$ cat src/rtl/aes_pkg.sv
// Shared types and helpers for the byte-serial AES-128 control slice.
package aes_pkg;

    typedef enum logic [2:0] {
        IDLE,
        LOAD,
        SUB,
        SHIFT,
        MIX,
        ARK,
        OUT
    } state_e;

    localparam logic [2:0] SEL_BUF  = 3'd0;
    localparam logic [2:0] SEL_DIN  = 3'd1;
    localparam logic [2:0] SEL_SBOX = 3'd2;
    localparam logic [2:0] SEL_MIX  = 3'd3;
    localparam logic [2:0] SEL_ARK  = 3'd4;

    localparam logic [4:0] LEN_LOAD = 5'd16;
    localparam logic [4:0] LEN_READ = 5'd17;
    localparam logic [4:0] LEN_MIX  = 5'd21;

    function automatic logic [4:0] pass_len(input state_e s);
        case (s)
            LOAD:    return LEN_LOAD;
            MIX:     return LEN_MIX;
            IDLE:    return 5'd1;
            default: return LEN_READ;
        endcase
    endfunction

    // Column-major ShiftRows: index k reads (k + 4*(k mod 4)) mod 16.
    function automatic logic [3:0] shift_idx(input logic [3:0] k);
        return k + {k[1:0], 2'b00};
    endfunction

    function automatic logic [2:0] sel_for(input state_e s);
        case (s)
            LOAD:    return SEL_DIN;
            SUB:     return SEL_SBOX;
            MIX:     return SEL_MIX;
            ARK:     return SEL_ARK;
            default: return SEL_BUF;
        endcase
    endfunction

endpackage

$ cat src/rtl/aes_addr_gen.sv
// Byte counter and bank bit; produces registered state-memory addresses
// for the cycle the FSM is about to enter.
module aes_addr_gen
    import aes_pkg::*;
(
    input  logic       clk,
    input  logic       rst,
    input  state_e     state,
    input  state_e     state_nxt,
    output logic       last,
    output logic [4:0] cnt_nxt,
    output logic [4:0] rd_addr,
    output logic [4:0] wr_addr
);

    logic [4:0] cnt;
    logic       bank;
    logic       bank_nxt;
    logic [3:0] k4;
    logic [3:0] k_m1;
    logic [3:0] k_m5;

    assign last = (cnt == pass_len(state) - 5'd1);

    // A pass only ends through a state change, so the count never wraps in place.
    always_comb begin
        cnt_nxt  = 5'd0;
        bank_nxt = bank;
        if (state_nxt == state && state != IDLE)
            cnt_nxt = cnt + 5'd1;
        if (state_nxt == LOAD)
            bank_nxt = 1'b0;
        else if (state_nxt != state && state inside {SUB, SHIFT, MIX, ARK})
            bank_nxt = ~bank;
    end

    assign k4   = cnt_nxt[3:0];
    assign k_m1 = cnt_nxt[3:0] - 4'd1;
    assign k_m5 = cnt_nxt[3:0] - 4'd5;

    always_ff @(posedge clk) begin
        if (rst) begin
            cnt     <= 5'd0;
            bank    <= 1'b0;
            rd_addr <= 5'd0;
            wr_addr <= 5'd0;
        end else begin
            cnt  <= cnt_nxt;
            bank <= bank_nxt;
            case (state_nxt)
                LOAD: wr_addr <= {1'b0, k4};
                SUB, ARK: begin
                    if (!cnt_nxt[4]) rd_addr <= {bank_nxt, k4};
                    if (cnt_nxt != 5'd0) wr_addr <= {~bank_nxt, k_m1};
                end
                SHIFT: begin
                    if (!cnt_nxt[4]) rd_addr <= {bank_nxt, shift_idx(k4)};
                    if (cnt_nxt != 5'd0) wr_addr <= {~bank_nxt, k_m1};
                end
                MIX: begin
                    if (!cnt_nxt[4]) rd_addr <= {bank_nxt, k4};
                    if (cnt_nxt >= 5'd5) wr_addr <= {~bank_nxt, k_m5};
                end
                OUT: begin
                    if (!cnt_nxt[4]) rd_addr <= {bank_nxt, k4};
                end
                default: ;
            endcase
        end
    end

endmodule

$ cat src/rtl/aes_byte_ctrl.sv
// Sequencer for the byte-serial iterative AES-128 datapath: one block through
// load, NROUNDS rounds and unload, with all outputs registered.
//
//   state | meaning
//   IDLE  | waiting for start
//   LOAD  | 16 plaintext bytes written as din^key into bank 0
//   SUB   | SubBytes pass, key schedule stepped on first cycle
//   SHIFT | ShiftRows pass via permuted read order
//   MIX   | MixColumns pass, column register fed then drained
//   ARK   | AddRoundKey pass, round advances at its end
//   OUT   | ciphertext bytes read out, done on the last one
module aes_byte_ctrl
    import aes_pkg::*;
#(
    parameter int NROUNDS = 10
) (
    input  logic       clk,
    input  logic       rst,
    input  logic       start,
    output logic       busy,
    output logic       din_req,
    output logic [2:0] wr_sel,
    output logic       wr_en,
    output logic [4:0] wr_addr,
    output logic [4:0] rd_addr,
    output logic       mix_shift,
    output logic [1:0] mix_row,
    output logic       key_next,
    output logic [3:0] round,
    output logic       dout_valid,
    output logic       done
);

    localparam logic [3:0] LAST_ROUND = 4'(NROUNDS);

    state_e     state;
    state_e     state_nxt;
    logic [3:0] round_nxt;
    logic       last;
    logic [4:0] k;

    aes_addr_gen u_addr_gen (
        .clk       (clk),
        .rst       (rst),
        .state     (state),
        .state_nxt (state_nxt),
        .last      (last),
        .cnt_nxt   (k),
        .rd_addr   (rd_addr),
        .wr_addr   (wr_addr)
    );

    always_comb begin
        state_nxt = state;
        round_nxt = round;
        unique case (state)
            IDLE: if (start) begin
                state_nxt = LOAD;
                round_nxt = 4'd0;
            end
            LOAD: if (last) begin
                state_nxt = SUB;
                round_nxt = 4'd1;
            end
            SUB:   if (last) state_nxt = SHIFT;
            SHIFT: if (last) state_nxt = (round >= LAST_ROUND) ? ARK : MIX;
            MIX:   if (last) state_nxt = ARK;
            ARK: if (last) begin
                if (round >= LAST_ROUND) begin
                    state_nxt = OUT;
                end else begin
                    state_nxt = SUB;
                    round_nxt = round + 4'd1;
                end
            end
            OUT:   if (last) state_nxt = IDLE;
            default: state_nxt = IDLE;
        endcase
    end

    // Outputs are decoded from the state/count being entered so they line up
    // with the registered state in the same cycle.
    always_ff @(posedge clk) begin
        if (rst) begin
            state      <= IDLE;
            round      <= 4'd0;
            busy       <= 1'b0;
            din_req    <= 1'b0;
            wr_sel     <= SEL_BUF;
            wr_en      <= 1'b0;
            mix_shift  <= 1'b0;
            mix_row    <= 2'd0;
            key_next   <= 1'b0;
            dout_valid <= 1'b0;
            done       <= 1'b0;
        end else begin
            state      <= state_nxt;
            round      <= round_nxt;
            busy       <= (state_nxt != IDLE);
            din_req    <= (state_nxt == LOAD);
            wr_sel     <= sel_for(state_nxt);
            key_next   <= (state_nxt == SUB) && (state != SUB);
            mix_shift  <= (state_nxt == MIX) && (k >= 5'd1) && (k <= 5'd16);
            mix_row    <= ((state_nxt == MIX) && (k >= 5'd5)) ? (k[1:0] - 2'd1) : 2'd0;
            dout_valid <= (state_nxt == OUT) && (k != 5'd0);
            done       <= (state_nxt == OUT) && (k == 5'd16);
            case (state_nxt)
                LOAD:            wr_en <= 1'b1;
                SUB, SHIFT, ARK: wr_en <= (k != 5'd0);
                MIX:             wr_en <= (k >= 5'd5);
                default:         wr_en <= 1'b0;
            endcase
        end
    end

endmodule

$ cat config.mk
export PLATFORM = sky130hd
export DESIGN_NAME = aes_byte_ctrl
export DESIGN_NICKNAME = d
export VERILOG_FILES = /design/src/rtl/aes_pkg.sv /design/src/rtl/aes_addr_gen.sv /design/src/rtl/aes_byte_ctrl.sv
export SDC_FILE = /design/constraint.sdc
export NUM_CORES = 1
export LEC_CHECK = 0
export ABC_AREA = 1
export BUFFER_PORTS_ARGS = -buffer_cell sky130_fd_sc_hd__buf_2
export CAP_MARGIN = 0
export CORE_MARGIN = 10
export CORE_UTILIZATION = 51
export CTS_CLUSTER_DIAMETER = 100
export CTS_CLUSTER_SIZE = 16
export DETAILED_ROUTE_END_ITERATION = 10
export GPL_ROUTABILITY_DRIVEN = 0
export PLACE_DENSITY = 0.81
export SETUP_SLACK_MARGIN = 0.1
export SLEW_MARGIN = 15
export SYNTH_ARGS = -nofsm -noshare
export SYNTH_HDL_FRONTEND = slang
export SYNTH_HIERARCHICAL = 1
export SYNTH_SLANG_ARGS = --single-unit
$ cat constraint.sdc
create_clock -name clk -period 4.1 [get_ports clk]
set_input_delay 0.82 -clock clk [delete_from_list [all_inputs] [get_ports clk]]
set_output_delay 0.82 -clock clk [all_outputs]
set_load 0.02 [all_outputs]
# Word level (Yosys, flattened, before mapping)

Cells that the tools add are included.

Output and inout port bits: 26
Bits in registers: 35
Input bits: 3

Add/subtract/negate cells: 7
Magnitude comparators: 4
Bitwise logic cells: 3
Reduce and logical (&&, ||, !) cells: 22
Equality and inequality tests: 25
Mux-type cells: 27

Operator list:

| cell                | count |
|---|---|
| $pmux 5 s3          | 2 |
| $mux 5              | 5 |
| $mux 3              | 8 |
| $pmux 3 s7          | 1 |
| $eq 3x3->1 const B  | 6 |
| $mux 4              | 4 |
| $eq 3x2->1 const B  | 4 |
| $ne 2x2->1 const B  | 6 |
| $pmux 3 s4          | 1 |
| $pmux 4 s3          | 1 |
| $reduce_bool 3->1   | 4 |
| $pmux 5 s2          | 1 |
| $logic_and 1x1->1   | 8 |
| $eq 3x1->1 const B  | 2 |
| $reduce_and 3->1    | 2 |
| $add 5x1->5 const B | 1 |
| $eq 5x5->1          | 1 |
| $eq 5x5->1 const B  | 1 |
| $ge 5x1->1 const B  | 1 |
| $ge 5x3->1 const B  | 1 |
| $le 5x5->1 const B  | 1 |
| $reduce_and 5->1    | 1 |
| $reduce_bool 5->1   | 1 |
| $sub 5x1->5 const B | 1 |
| other kinds (19)    | 24 |

# Longest topological paths before layout

Depth after elaboration: 13
Mapped depth: 24
Gate-level depth less buffers: 24

# Cells and area by module

The synthesis kept the hierarchy.

By module, submodules not included:

| module        | area an instance (µm²) | times used | cells each |
|---|---|---|---|
| aes_addr_gen  | 1093.5                 | 1          | 165 |
| aes_byte_ctrl | 1004.7                 | 1          | 130 |

# Worst setup path after synthesis

OpenSTA, ideal clock, no wires.

Path kind: flip-flop to flip-flop
From: register state[2]
To: register wr_en
Buffers on the path: 0
Slack: 84 ps
Data required time: 3972 ps
Library setup time: 128 ps
Arrival time: 3888 ps
Cell stages (with the launch flop): 22
Path through: dfxtp_1 nor2_2 nand2_1 nand2_1 xor2_1 a2111oi_0 inv_1 nand3_1 nand3_2 inv_1 nand4_4 xnor2_1 nand3_2 nor2_2 inv_1 ha_1 nor3_1 o21ai_0 nand4_1 nand2_1 nor2_1 nor2_1

Longest elaborated chain between the ends: 11
Elaborated cells on any way between the ends: 31

RTL lines:

| element                                         | line                                       | text |
|---|---|---|
| start: declaration                              | aes_byte_ctrl.sv:36                        | `state_e state;` |
| start signal: assignment                        | aes_byte_ctrl.sv:97                        | `state <= state_nxt;` |
| $eq 3x3->1 (tied with other cells)              | aes_pkg.sv:25                              | `case (s)` |
| $pmux 5 s3 *                                    | aes_pkg.sv:25                              |  |
| $sub 5x1->5 *                                   | aes_addr_gen.sv:23                         | `assign last = (cnt == pass_len(state) - 5'd1);` |
| $eq 5x5->1 *                                    | aes_addr_gen.sv:23                         |  |
| via last                                        | aes_byte_ctrl.sv:39                        | `logic last;` |
| $mux 3 (tied with other cells)                  | aes_byte_ctrl.sv:76                        | `OUT: if (last) state_nxt = IDLE;` |
| $pmux 3 s7 *                                    | aes_byte_ctrl.sv:56                        | `unique case (state)` |
| via state_nxt[0]                                | aes_byte_ctrl.sv:37                        | `state_e state_nxt;` |
| $eq 3x3->1 *                                    | aes_addr_gen.sv:29                         | `if (state_nxt == state && state != IDLE)` |
| $logic_and 1x1->1 *                             | aes_addr_gen.sv:29                         |  |
| $mux 5 *                                        | aes_addr_gen.sv:29                         |  |
| via k[1]                                        | aes_byte_ctrl.sv:40                        | `logic [4:0] k;` |
| $ge 5x3->1 or $reduce_bool 5->1 (tied branches) | aes_byte_ctrl.sv:110, aes_byte_ctrl.sv:109 |  |
| $pmux 1 s3 *                                    | aes_byte_ctrl.sv:107                       | `case (state_nxt)` |
| end signal: assignment                          | aes_byte_ctrl.sv:109                       | `SUB, SHIFT, ARK: wr_en <= (k != 5'd0);` |
| end signal: assignment                          | aes_byte_ctrl.sv:110                       | `MIX: wr_en <= (k >= 5'd5);` |
| end: declaration                                | aes_byte_ctrl.sv:23                        | `output logic wr_en,` |

Mark *: on every way through the listed nets, which the timed path passes. The rest lies on a longest branch.
A chain may end at the register's enable or synchronous reset.

# Worst setup path in the final report

From: register state[1]
To: register wr_en

The elaborated chain is that of the path after synthesis.

==> flow_summary.json <==
{
  "final_max_slew_viol_count": 0,
  "status": "complete, no violations",
  "die_height_um": 84.14,
  "drc": 0,
  "hold_path_depth": 2,
  "firstDrtPassIters": 4,
  "cts-root-buf": "clkbuf_8",
  "fmax_mhz": 279.9,
  "place_hpwl_mm": 3.539,
  "mostFrequentLayoutCells": "56 x nand2_1, 41 x nor2_1, 38 x inv_1",
  "grt_overflow": 0,
  "numCtsBuffers": 5,
  "final_common_cell": "nand2_1",
  "rsz0062_at_grt": "no",
  "grt_pass1_wl_mm": 8.135,
  "synth-edff-count": 0,
  "path_class": "reg2reg",
  "die_w_um": 84.14,
  "relSlewSlack": 0.6899,
  "synth-seq-cells": 35,
  "hold_class": "reg2reg",
  "r2r-end": "wr_en",
  "leakagePower_nw": 1.176,
  "endpoint_kind": "flip-flop",
  "whs_endpoint": "u_addr_gen/wr_addr[0]",
  "yosysUniqueCellTypes": 38,
  "fill_cells": 360,
  "cts_tree": "yes",
  "dp_slack_ns": 0.3672,
  "skew_ns": 0.008932,
  "finalSetupViolations": 0,
  "synthCells": 295,
  "seqCellArea_um2": 703.2,
  "drive_gt1_frac": 0.2447,
  "pin_count": 29,
  "required_ns": 4.34,
  "totalWireLength_mm": 4.714,
  "worstMarginPinSlew_ns": 0.4635,
  "tns_ns": 0,
  "fin_crit_sh": 0.8712,
  "worst_r2r_startpoint": "state[1]",
  "htreeDepth": 2,
  "antenna_found_initial": 0,
  "via_count": 1960,
  "power.net_switching_mw": 1.126,
  "num_antenna_cells": 0,
  "final_nets": 342,
  "io_buffer_count": 28,
  "p_per_area_mw_per_mm2": 894.1,
  "critPathLaunchType": "flip-flop",
  "post_drt_via_cell_ratio": 5.144,
  "cts.sinks": 35,
  "clock_path_buffers": 2,
  "die-area_mm2": 0.007080,
  "setup_ws_ns": 0.5279,
  "area_delta_synth_final_pct": 14.97,
  "synth.largest_area_cell": "dfxtp_1",
  "reg2reg_setup_slack_ns": 0.53,
  "syn-cell-area_mm2": 0.002098,
  "clockPowerShare": 0.116,
  "r2r_cells": 21,
  "peakVddDrop_mv": 0.4986,
  "min_from": "u_addr_gen/wr_addr[0]",
  "syn_nets": 307,
  "final-hold-violation-count": 0,
  "arrival_ns": 3.81,
  "ys.flop_type": "dfxtp_1",
  "synth_warnings": 6,
  "p_int_mw": 1.031,
  "drt_iter0_markers": 151,
  "start_util": 0.5246,
  "multi_input_area_mm2": 0.001234,
  "clock_latency_ns": 0.30,
  "cap_viol_max_count": 0,
  "grt_pass1_vias": 1893,
  "comb_power_share": 0.656,
  "power_frac_seq": 0.228,
  "cp_max_fo": 10,
  "ant_nets": 0,
  "min_period_ns": 3.572,
  "wl_per_cell_um": 12.37,
  "grt_max_degree": 19,
  "hold_buffers": 0,
  "ys_top_cells_by_area": "dfxtp_1 33%, nand2_1 10%, nor2_1 7.3%",
  "path_clk_slew_ns": 0.07,
  "switching_share": 0.5220,
  "yosysTopAreaCellShare": 0.3339,
  "rows": 23,
  "coreArea_mm2": 0.004000,
  "syn_avg_cell_area_um2": 7.113,
  "grt_use_total": 0.1358,
  "async_flop_share": 0,
  "ys_seq_area_frac": 0.3339
}
## synth_stat cells (all sizes together), types with 2 or more instances
library cell and n:
nand2 62, nor2 50, inv 44, dfxtp 35, nand3 23, o21ai 19, a21oi 16, ha 9
nand4 8, xor2 6, xnor2 4, a31oi 3, nand3b 3, nor3 3, or2 2
## metrics by stage
step	cells	area [um2]	hold WS, ns	util	total power [mW]
6_report	381	2412	0.4847	0.6031	2.157
5_1_grt	381	2412	0.5283	0.6031	2.364
4_1_cts	381	2397	0.4892	0.5993	2.136
3_5_place_dp	373	2308	0.4717	0.5771	1.869
3_3_place_gp	373	2308	0.4638	0.5771	1.833
2_1_floorplan	295	2100	0.5568	-	1.586
## area by class of cell
class                           instances  share of cell area
Inverter                               45             0.07002
Multi-Input combinational cell        213              0.5114
Timing Repair Buffer                   30             0.06432
Clock buffer                            5             0.02853
Sequential cell                        35              0.2915
Clock inverter                          3            0.008299
Tap cell                               50             0.02593
## state kept, by name, summed over array words and instances, names as in the netlist
register and flops:
u_addr_gen/cnt 5, u_addr_gen/rd_addr 5, u_addr_gen/wr_addr 5, round 4
state 3, wr_sel 3, mix_row 2, busy 1
din_req 1, done 1, dout_valid 1, key_next 1
mix_shift 1, u_addr_gen/bank 1, wr_en 1
## layer usage
layer	up-vias	GRT usage	wire length, um
met1	889	0.1444	2090
met2	42	0.2296	2283
met5	-	0	0
met4	0	0.08067	119
met3	12	0.04348	219
li1	1017	-	-
## power by group through the flow
stage	Combinational [mW]	Sequential, mW	Clock, mW
finish	1.42	0.491	0.251
global placement	1.34	0.492	0
floorplan	1.02	0.563	0
detailed placement	1.37	0.496	0
global route	1.59	0.503	0.274
CTS	1.39	0.489	0.259
## critical path, stage by stage (launching register included)
cell       delay [ns]
dfxtp_2          0.44
nor2_2           0.08
nand2_1          0.13
nand2_1          0.09
xor2_1           0.17
a2111oi_2        0.26
inv_1            0.19
nand3_1          0.13
nand3_2          0.09
inv_1            0.10
nand4_4          0.18
xor2_1           0.24
nor2_2           0.16
nand3_2          0.19
inv_1            0.22
ha_1             0.18
nor3_1           0.05
o21ai_0          0.26
nand4_1          0.15
nand2_1          0.08
nor2_1           0.05
nor2_1           0.07
## cells by family (layout without fill, tap and decap cells)
family,Yosys count,in the layout,share of synthesized area
DFF,35,35,0.3339
AOI/OAI and AO/OA,41,41,0.1127
and+or+nand+nor,153,153,0.3733
buffers and inverters,47,83,0.08467
xor gates and xnor gates,10,10,0.04174
adders and majority gates,9,9,0.05367
## how the worst max path moves through the flow
stage                        to  slack, ns  cells past startpoint  startpoint
final                     wr_en       0.53                     21    state[1]
after global routing      wr_en       0.14                     21    state[1]
after CTS                 wr_en       0.30                     21    state[0]
after detailed placement  wr_en       0.37                     21    state[1]
after global placement    wr_en       0.50                     21    state[1]
after floorplan           wr_en       0.32                     21    state[2]
## repair_timing
item	4_1_cts	5_1_grt
hold endpoints to repair	0	0
resized for setup	0	4
setup buffers	0	0
setup endpoints to repair	0	9
(Power assumes the default switching activity.)
